`src/rtl/adxl_fifo_pkg.sv`:
```
// Shared defaults, axis indices and the sample left-justify helper for the
// accelerometer frame FIFO.
package adxl_fifo_pkg;

  localparam int N_CH_DEF       = 3;
  localparam int IN_WIDTH_DEF   = 20;
  localparam int OUT_WIDTH_DEF  = 24;
  localparam int ADDR_WIDTH_DEF = 4;

  // Axis order inside a frame; channel 0 sits in the frame LSBs.
  typedef enum logic [1:0] {
    AX_X = 2'd0,
    AX_Y = 2'd1,
    AX_Z = 2'd2
  } axis_e;

  // Widest sample/word the helper handles.
  localparam int PAD_MAX = 64;

  // Left-justify an in_w-bit sample (zero-extended into the argument) into an
  // out_w-bit word, zero filling the low bits. Caller truncates to out_w.
  function automatic logic [PAD_MAX-1:0] pad_sample(
    input logic [PAD_MAX-1:0] sample,
    input int unsigned        in_w,
    input int unsigned        out_w
  );
    return sample << (out_w - in_w);
  endfunction

endpackage

```
`src/rtl/adxl_fifo_mem.sv`:
```
// Frame storage: one full multi-axis frame per entry, synchronous write and
// asynchronous read so the parent can select the channel combinationally.
module adxl_fifo_mem #(
  parameter int ADDR_WIDTH = 4,
  parameter int DATA_WIDTH = 60
) (
  input  logic                  clk,
  input  logic                  we,
  input  logic [ADDR_WIDTH-1:0] waddr,
  input  logic [DATA_WIDTH-1:0] wdata,
  input  logic [ADDR_WIDTH-1:0] raddr,
  output logic [DATA_WIDTH-1:0] rdata
);

  logic [DATA_WIDTH-1:0] mem [1<<ADDR_WIDTH];

  // Store the incoming frame at the write address.
  always_ff @(posedge clk) begin
    if (we) mem[waddr] <= wdata;
  end

  assign rdata = mem[raddr];

endmodule

```
`src/rtl/adxl_axis_frame_fifo.sv`:
```
// Multi-axis frame FIFO between the decimation filter and the register file.
// One frame (N_CH samples) is written per wr_en; the register side pops one
// left-justified axis word per rising edge of reg_fifo_read_en.
//
// Read handshake: reg_fifo_read_en is a level; its rising edge is a pop
// request. A pop on a non-empty FIFO produces exactly one fifo_reg_data_valid
// pulse on the following cycle carrying fifo_reg_data/fifo_reg_ch. A pop on an
// empty FIFO produces no pulse and sets the sticky udf flag. There is no
// back-pressure on the output.
module adxl_axis_frame_fifo
  import adxl_fifo_pkg::*;
#(
  parameter int N_CH       = N_CH_DEF,
  parameter int IN_WIDTH   = IN_WIDTH_DEF,
  parameter int OUT_WIDTH  = OUT_WIDTH_DEF,
  parameter int ADDR_WIDTH = ADDR_WIDTH_DEF
) (
  input  logic                       clk,
  input  logic                       rst_n,
  input  logic                       wr_en,
  input  logic [N_CH*IN_WIDTH-1:0]   filter_fifo_data,
  input  logic                       reg_fifo_read_en,
  input  logic                       flush,
  input  logic                       overwrite_mode,
  input  logic [ADDR_WIDTH:0]        wm_level,
  input  logic                       flag_clr,
  output logic [OUT_WIDTH-1:0]       fifo_reg_data,
  output logic                       fifo_reg_data_valid,
  output logic [$clog2(N_CH)-1:0]    fifo_reg_ch,
  output logic [ADDR_WIDTH:0]        fifo_frame_num,
  output logic                       full,
  output logic                       empty,
  output logic                       wm_flag,
  output logic                       ovf,
  output logic                       udf
);

  localparam int DEPTH   = 1 << ADDR_WIDTH;
  localparam int CH_W    = $clog2(N_CH);
  localparam int FRAME_W = N_CH * IN_WIDTH;
  localparam int PTR_W   = ADDR_WIDTH + 1;
  localparam logic [CH_W-1:0] LAST_CH = CH_W'(N_CH - 1);

  logic [PTR_W-1:0]    wr_ptr, rd_ptr, count, count_next;
  logic [CH_W-1:0]     rd_ch, rd_ch_next;
  logic                rd_req_d;
  logic [FRAME_W-1:0]  rd_frame;
  logic [IN_WIDTH-1:0] sample;

  logic pop, do_pop, frame_done, do_wr, wr_accept;
  logic ovf_set, udf_set, ow_adv, rd_adv;

  // Pointer MSBs only carry the lap bit; occupancy comes from the count.
  logic ptr_msb_unused;
  assign ptr_msb_unused = wr_ptr[ADDR_WIDTH] ^ rd_ptr[ADDR_WIDTH];

  adxl_fifo_mem #(
    .ADDR_WIDTH (ADDR_WIDTH),
    .DATA_WIDTH (FRAME_W)
  ) u_mem (
    .clk   (clk),
    .we    (wr_accept),
    .waddr (wr_ptr[ADDR_WIDTH-1:0]),
    .wdata (filter_fifo_data),
    .raddr (rd_ptr[ADDR_WIDTH-1:0]),
    .rdata (rd_frame)
  );

  assign sample         = rd_frame[int'(rd_ch)*IN_WIDTH +: IN_WIDTH];
  assign fifo_frame_num = count;
  assign full           = (count == PTR_W'(DEPTH));
  assign empty          = (count == '0);
  assign wm_flag        = (count >= wm_level);

  // Decode pop/write events and the next read-channel state.
  always_comb begin
    pop        = reg_fifo_read_en & ~rd_req_d;
    do_pop     = pop & ~empty & ~flush;
    frame_done = do_pop & (rd_ch == LAST_CH);
    do_wr      = wr_en & ~flush;
    // A same-cycle frame-completing pop frees a slot, so a full write is fine.
    ovf_set    = do_wr & full & ~frame_done;
    ow_adv     = ovf_set & overwrite_mode;
    wr_accept  = do_wr & (~full | frame_done | overwrite_mode);
    udf_set    = pop & empty & ~flush;
    rd_adv     = frame_done | ow_adv;

    rd_ch_next = rd_ch;
    if (flush || ow_adv) begin
      // Overwrite discards the partially read oldest frame whole.
      rd_ch_next = '0;
    end else if (do_pop) begin
      rd_ch_next = (rd_ch == LAST_CH) ? '0 : rd_ch + CH_W'(1);
    end

    count_next = count;
    case ({wr_accept, rd_adv})
      2'b10:   count_next = count + PTR_W'(1);
      2'b01:   count_next = count - PTR_W'(1);
      default: count_next = count;
    endcase
  end

  // Delay the read request for rising-edge detection.
  always_ff @(posedge clk) begin
    if (!rst_n) rd_req_d <= 1'b0;
    else        rd_req_d <= reg_fifo_read_en;
  end

  // Read-channel state register (state value is the axis being read).
  always_ff @(posedge clk) begin
    if (!rst_n) rd_ch <= '0;
    else        rd_ch <= rd_ch_next;
  end

  // Frame pointers and the authoritative frame count.
  always_ff @(posedge clk) begin
    if (!rst_n || flush) begin
      wr_ptr <= '0;
      rd_ptr <= '0;
      count  <= '0;
    end else begin
      if (wr_accept) wr_ptr <= wr_ptr + PTR_W'(1);
      if (rd_adv)    rd_ptr <= rd_ptr + PTR_W'(1);
      count <= count_next;
    end
  end

  // Registered output word, its axis index and the one-cycle valid pulse.
  always_ff @(posedge clk) begin
    if (!rst_n) begin
      fifo_reg_data       <= '0;
      fifo_reg_ch         <= '0;
      fifo_reg_data_valid <= 1'b0;
    end else begin
      fifo_reg_data_valid <= do_pop;
      if (do_pop) begin
        fifo_reg_data <= OUT_WIDTH'(pad_sample(PAD_MAX'(sample), IN_WIDTH, OUT_WIDTH));
        fifo_reg_ch   <= rd_ch;
      end
    end
  end

  // Sticky flags; a set in the same cycle as flag_clr wins.
  always_ff @(posedge clk) begin
    if (!rst_n) begin
      ovf <= 1'b0;
      udf <= 1'b0;
    end else begin
      ovf <= ovf_set | (ovf & ~flag_clr);
      udf <= udf_set | (udf & ~flag_clr);
    end
  end

endmodule

```
`config.mk`:
```
export PLATFORM = sky130hd
export DESIGN_NAME = adxl_axis_frame_fifo
export DESIGN_NICKNAME = d
export VERILOG_FILES = /design/src/rtl/adxl_fifo_pkg.sv /design/src/rtl/adxl_fifo_mem.sv /design/src/rtl/adxl_axis_frame_fifo.sv
export SDC_FILE = /design/constraint.sdc
export NUM_CORES = 1
export LEC_CHECK = 0
export CAP_MARGIN = 20
export CORE_UTILIZATION = 35
export DETAILED_ROUTE_END_ITERATION = 10
export SETUP_SLACK_MARGIN = 0.4
export SLEW_MARGIN = 20
export SYNTH_ARGS = -nofsm -noshare
export SYNTH_HDL_FRONTEND = slang
export SYNTH_HIERARCHICAL = 1
export SYNTH_SLANG_ARGS = --single-unit
```
`constraint.sdc`:
```
create_clock -name clk -period 7.8 [get_ports clk]
set_input_delay 1.17 -clock clk [delete_from_list [all_inputs] [get_ports clk]]
set_output_delay 1.17 -clock clk [all_outputs]
set_load 0.05 [all_outputs]
```
==> flow_summary.ini <==
[routing]
wl_per_cell_um = 25.84
via_per_inst = 5.325
drtAntennaViolNets = 0
dr_total_vias = 18100
drt_iter0_markers = 1596
routed_wl_um = 87810
drc = 0
drt_pass1_iterations = 7

[synth]
synth_warnings = 6
synth-async-reset-ratio_pct = 0
syn_area_mm2 = 0.03839
synth_top_flop_cell = edfxtp_1
yosysSeqAreaShare_pct = 77.24
ys_types = 42
synth_area_per_cell_um2 = 21.86
syn_inst = 1756
synth-edff-count = 960
synth_seq_cells = 1001

[die]
core_mm2 = 0.1089
boundaryPins = 109
rows = 121
start_util_pct = 35.26
die_x_um = 333.2
dieArea_mm2 = 0.1110
die_y_um = 333.2

[timing]
rsz0062_at_grt = no
finalMaxSlewViolations = 0
finClkSkew_ns = 0.03726
fin_tns_setup_ns = 0
worst_slack_ns = 3.373
slew_headroom_pct = 26.47
fmax_ghz = 0.2259
fin_crit_sh_pct = 56.76
tightestPinTransition_ns = 1.100
hold_viol = 0
finalSetupViolations = 0
finalCriticalPeriod_ns = 4.427
hold_ws_ns = 0.4921

[global_routing]
grtUsageTotal_pct = 15.86
overflow = 0
grt_pass1_wl_um = 130000
antenna_found_initial = 5
grt_pass1_vias = 18890
grt_max_degree = 132

[cts]
cts_setup_buffers = 0
post_cts_resize_count = 0
htreeDepth = 3
holdBufCountCts = 0
cts_buffers = 102
root_buffer = clkbuf_16
cts_buffer_depth = 3
cts_tree = yes
cts.sinks = 1001
clk_pin_slew_ns = 0.06
worstSkewPairLatency_ns = 0.68

[setup_path]
crit_fanout = 42
crit_arrival_ns = 4.71
cp-end-kind = flop
startpoint_type = input pin
critical_path_class = input pin to flop
rrSetupSlack_ns = 4.13
critPathMaxStageDelay_ns = 0.72
cp_cell_sequence = clkdlybuf4s50_1 > nor3b_2 > a2111o_1 > nand2_1 > inv_1 > or3b_2 > nor2_4 > buf_4
critPathRequiredTime_ns = 8.09
crit_slowest_cell = buf_4

[final_layout]
multi_input_area_mm2 = 0.008300
regArea_mm2 = 0.02966
n_fill_cell = 9402
layout.nets = 1980
areaGrowthSynthToFinish_pct = 15.68
final_cell_mix = 960 x edfxtp_1, 240 x mux4_2, 120 x a22oi_1, 104 x clkdlybuf4s50_1, 102 x clkbuf_16
layout_commonest_cell = edfxtp_1
drive_gt1_share_pct = 23.56

[place]
dpl_worst_slack_ns = 2.715
routabilityCongestion = 0.7767
io_buffers = 104
place_hpwl_um = 49570

[worst_hold_path]
hp-class = flop to flop

[run_status]
status = finished, final reports clean

[run]
drv_cap = 0

[power_and_ir_drop]
leakagePower_nw = 13.53
power-per-cell-area_mw_per_mm2 = 244.6
vdd_drop_max_mv = 0.1684
totalPowerFinal_mw = 10.86
worst paths after layout:
| path | start | end | depth (start not counted) |
|---|---|---|---|
| max | flush | u_mem/mem[2][27]$_DFFE_PP_ | 8 |
| min | ovf$_SDFF_PN0_ | ovf$_SDFF_PN0_ | 2 |
| max reg2reg | rd_req_d$_SDFF_PN0_ | u_mem/mem[2][27]$_DFFE_PP_ | 7 |
| min reg2reg | ovf$_SDFF_PN0_ | ovf$_SDFF_PN0_ | 2 |
layer usage:
metal / global-route usage, % / vias up / share of wire, %
li1: - / 7690 / -
met4: 4.069 / 6 / 2.0
met2: 25.66 / 594 / 49
met5: 0 / - / 0.042
met3: 3.012 / 118 / 6.1
met1: 22.04 / 9687 / 43
synthesized netlist by cell type, types with 2 or more instances:
library cell | count | area (um2)
nor2b_1 | 8 | 50.05
o21ai_1 | 3 | 15.01
a21oi_1 | 11 | 55.05
o211ai_2 | 19 | 237.7
dfxtp_1 | 41 | 820.8
buf_1 | 18 | 67.56
a22oi_1 | 120 | 900.9
or3_1 | 4 | 25.02
edfxtp_1 | 960 | 28830
o21ai_0 | 6 | 30.03
and2_1 | 4 | 25.02
buf_2 | 13 | 65.06
nand3_1 | 8 | 40.04
inv_1 | 10 | 37.54
mux4_2 | 240 | 5405
a21o_1 | 2 | 15.01
o211ai_1 | 2 | 15.01
nand4_1 | 3 | 18.77
nand2b_1 | 7 | 43.79
nor3_1 | 6 | 30.03
nor2_1 | 28 | 105.1
o211a_1 | 21 | 210.2
xor2_1 | 2 | 17.52
clkbuf_1 | 45 | 168.9
buf_6 | 8 | 90.09
nand2_1 | 94 | 352.8
ha_1 | 11 | 137.6
buf_4 | 21 | 157.7
nand3b_1 | 2 | 15.01
mux2i_1 | 27 | 270.3
flip-flops by register name (all words and copies together) (netlist names):
| signal | cells |
|---|---|
| rd_ch | 2 |
| wr_ptr | 4 |
| fifo_reg_data_valid | 1 |
| rd_req_d | 1 |
| fifo_frame_num | 5 |
| fifo_reg_ch | 2 |
| udf | 1 |
| rd_ptr | 4 |
| ovf | 1 |
| fifo_reg_data | 20 |
| u_mem/mem | 960 |
stage by stage:
stage                     instances  util [%]  area (um2)
final                          3398     40.79       44400
after CTS                      3396     40.79       44400
after floorplan                1759         -       38400
after global placement         3206     37.77       41110
after global routing           3396     40.79       44400
after detailed placement       3206     37.77       41110
kinds of logic after synthesis:
logic type                 after synthesis  share of synthesized area (%)
buffers and inverters                  115                          1.529
muxes                                  267                          14.79
DFF                                   1001                          77.24
AOI/OAI and AO/OA                      189                          4.016
and+or+nand+nor                        169                          1.966
adders and majority gates               12                         0.4107
other                                    1                       0.009769
xor gates and xnor gates                 2                        0.04564
power by group:
part / internal [mW] / switching, mW / total (mW)
clock network: 2.71 / 2.03 / 4.74
logic: 0.0663 / 0.142 / 0.208
registers: 5.91 / 0.00633 / 5.91
layout make-up:
| cell class | count | area share [%] |
|---|---|---|
| diodes | 2 | 0.01127 |
| clock buffers | 117 | 5.875 |
| clock inverters | 73 | 1.527 |
| inverters | 10 | 0.08454 |
| multi-input cells | 643 | 18.69 |
| flip-flops and latches | 1001 | 66.79 |
| well taps | 1414 | 3.984 |
| repair buffers | 138 | 3.032 |
critical path, delay by kind of cell:
kind	cells	cell delay, ns
AOI/OAI and AO/OA	1	0.24
buffers and inverters	3	1.38
and+or+nand+nor	4	1.87
No activity file was read; power rests on OpenSTA's default activity.
==> RTL change (same flow settings) <==
Change the package constant `IN_WIDTH_DEF` from 20 to 16.
--- a/src/rtl/adxl_fifo_pkg.sv
+++ b/src/rtl/adxl_fifo_pkg.sv
@@ -3,7 +3,7 @@
 package adxl_fifo_pkg;
 
   localparam int N_CH_DEF       = 3;
-  localparam int IN_WIDTH_DEF   = 20;
+  localparam int IN_WIDTH_DEF   = 16;
   localparam int OUT_WIDTH_DEF  = 24;
   localparam int ADDR_WIDTH_DEF = 4;
 
Ports: changed (resized filter_fifo_data); port bits go from 109 to 97. No check against the original RTL was run, so the function may have changed too.
==> RTL change against the original RTL <==
  * Clock power down 19%
  * Total power down 19%
  * Final area down 19%
  * Non-clock buffer count down 14
  * Die area down 19%
  * Global-route usage down 0.11 points
  * Critical path depth unchanged
  * Sequential cell count down 196
  * Final cell count down 18%
  * Synthesized area down 20%
  * Setup slack better by 0.092 ns
  * Routed wire length down 20%
  * Combinational power down 18%
==> RTL change: results (changes against the original RTL) <==
stage;metric;value;unit;change
outcome;status;finished clean;;unchanged
final_layout;multi_input_area_share;18.89;%;was 18.69%
worst_setup_path;arrival;4.60;ns;was 4.71 ns
hold_path;hp-start;fifo_reg_ch[0]$_SDFFE_PN0P_;;was ovf$_SDFF_PN0_
worst_setup_path;critical_path.reg2reg.endpoint;u_mem/mem[2][47]$_DFFE_PP_;;was u_mem/mem[2][27]$_DFFE_PP_
power;power.internal;7.030;mW;was 8.686 mW
worst_setup_path;r2r-start;rd_ch[0]$_SDFFE_PP0P_;;was rd_req_d$_SDFF_PN0_
sta;hold_ws;0.4724;ns;was 0.4921 ns
synthesis;muxShareOfSynthArea;14.32;%;was 14.79%
grt;grtUsageMet3;4.117;%;was 3.012%
grt;grt_pass1_vias;15418;;was 18,888
synthesis;synth_edf_count;768;;was 960
synthesis;synth-xor-area-share;0.05670;%;was 0.04563%
worst_setup_path;r2r_cells;8;;was 7
synthesis;synth-compound-area-share;3.786;%;was 4.016%
route;wirelength;70060;um;was 87,810 um
synthesis;synthTopCellsByArea;edfxtp_1, mux4_2, dfxtp_1, a22oi_1, nand2_1;;was edfxtp_1, mux4_2, a22oi_1, dfxtp_1, nand2_1
power;p_clk;3.83;mW;was 4.74 mW
grt;grtUsageTotal;15.75;%;was 15.86%
die;fp.dieW;299.1;um;was 333.2 um
placed_design;place_area;33270;sq um;was 41,110 sq um
placed_design;preCtsSetupSlack;2.850;ns;was 2.715 ns
final_layout;sh_seq_area;66.33;%;was 66.79%
synthesis;synth.avg_cell_area;21.29;sq um;was 21.86 sq um
final_layout;multiInputCombCellCount;558;;was 643
grt;grt_pass1_wl;103800;um;was 130,000 um
placed_design;routabilityCongestion;0.7882;;was 0.7767
sta;slew_headroom;27.49;%;was 26.47%
RTL change: how the worst max path moves through the flow:
stage / endpoint / slack (ns) / cells past startpoint
CTS: u_mem/mem[3][47]$_DFFE_PP_ / 3.51 / 8
global route: u_mem/mem[3][42]$_DFFE_PP_ / 3.32 / 8
finish: u_mem/mem[2][47]$_DFFE_PP_ / 3.47 / 8
global placement: u_mem/mem[3][3]$_DFFE_PP_ / 2.92 / 8
floorplan: u_mem/mem[0][0]$_DFFE_PP_ / 1.57 / 6
detailed placement: u_mem/mem[3][3]$_DFFE_PP_ / 2.85 / 8
RTL change: cells by family (layout without fill, tap and decap cells):
logic type / Yosys count / count (layout)
multiplexers: 202 / 202
AND/OR/NAND/NOR: 179 / 179
flip-flops: 805 / 805
adder cells (fa/ha/maj): 12 / 12
XOR/XNOR: 2 / 2
buffers and inverters: 95 / 280
other: 1 / 8
AO/OA/AOI/OAI: 155 / 155
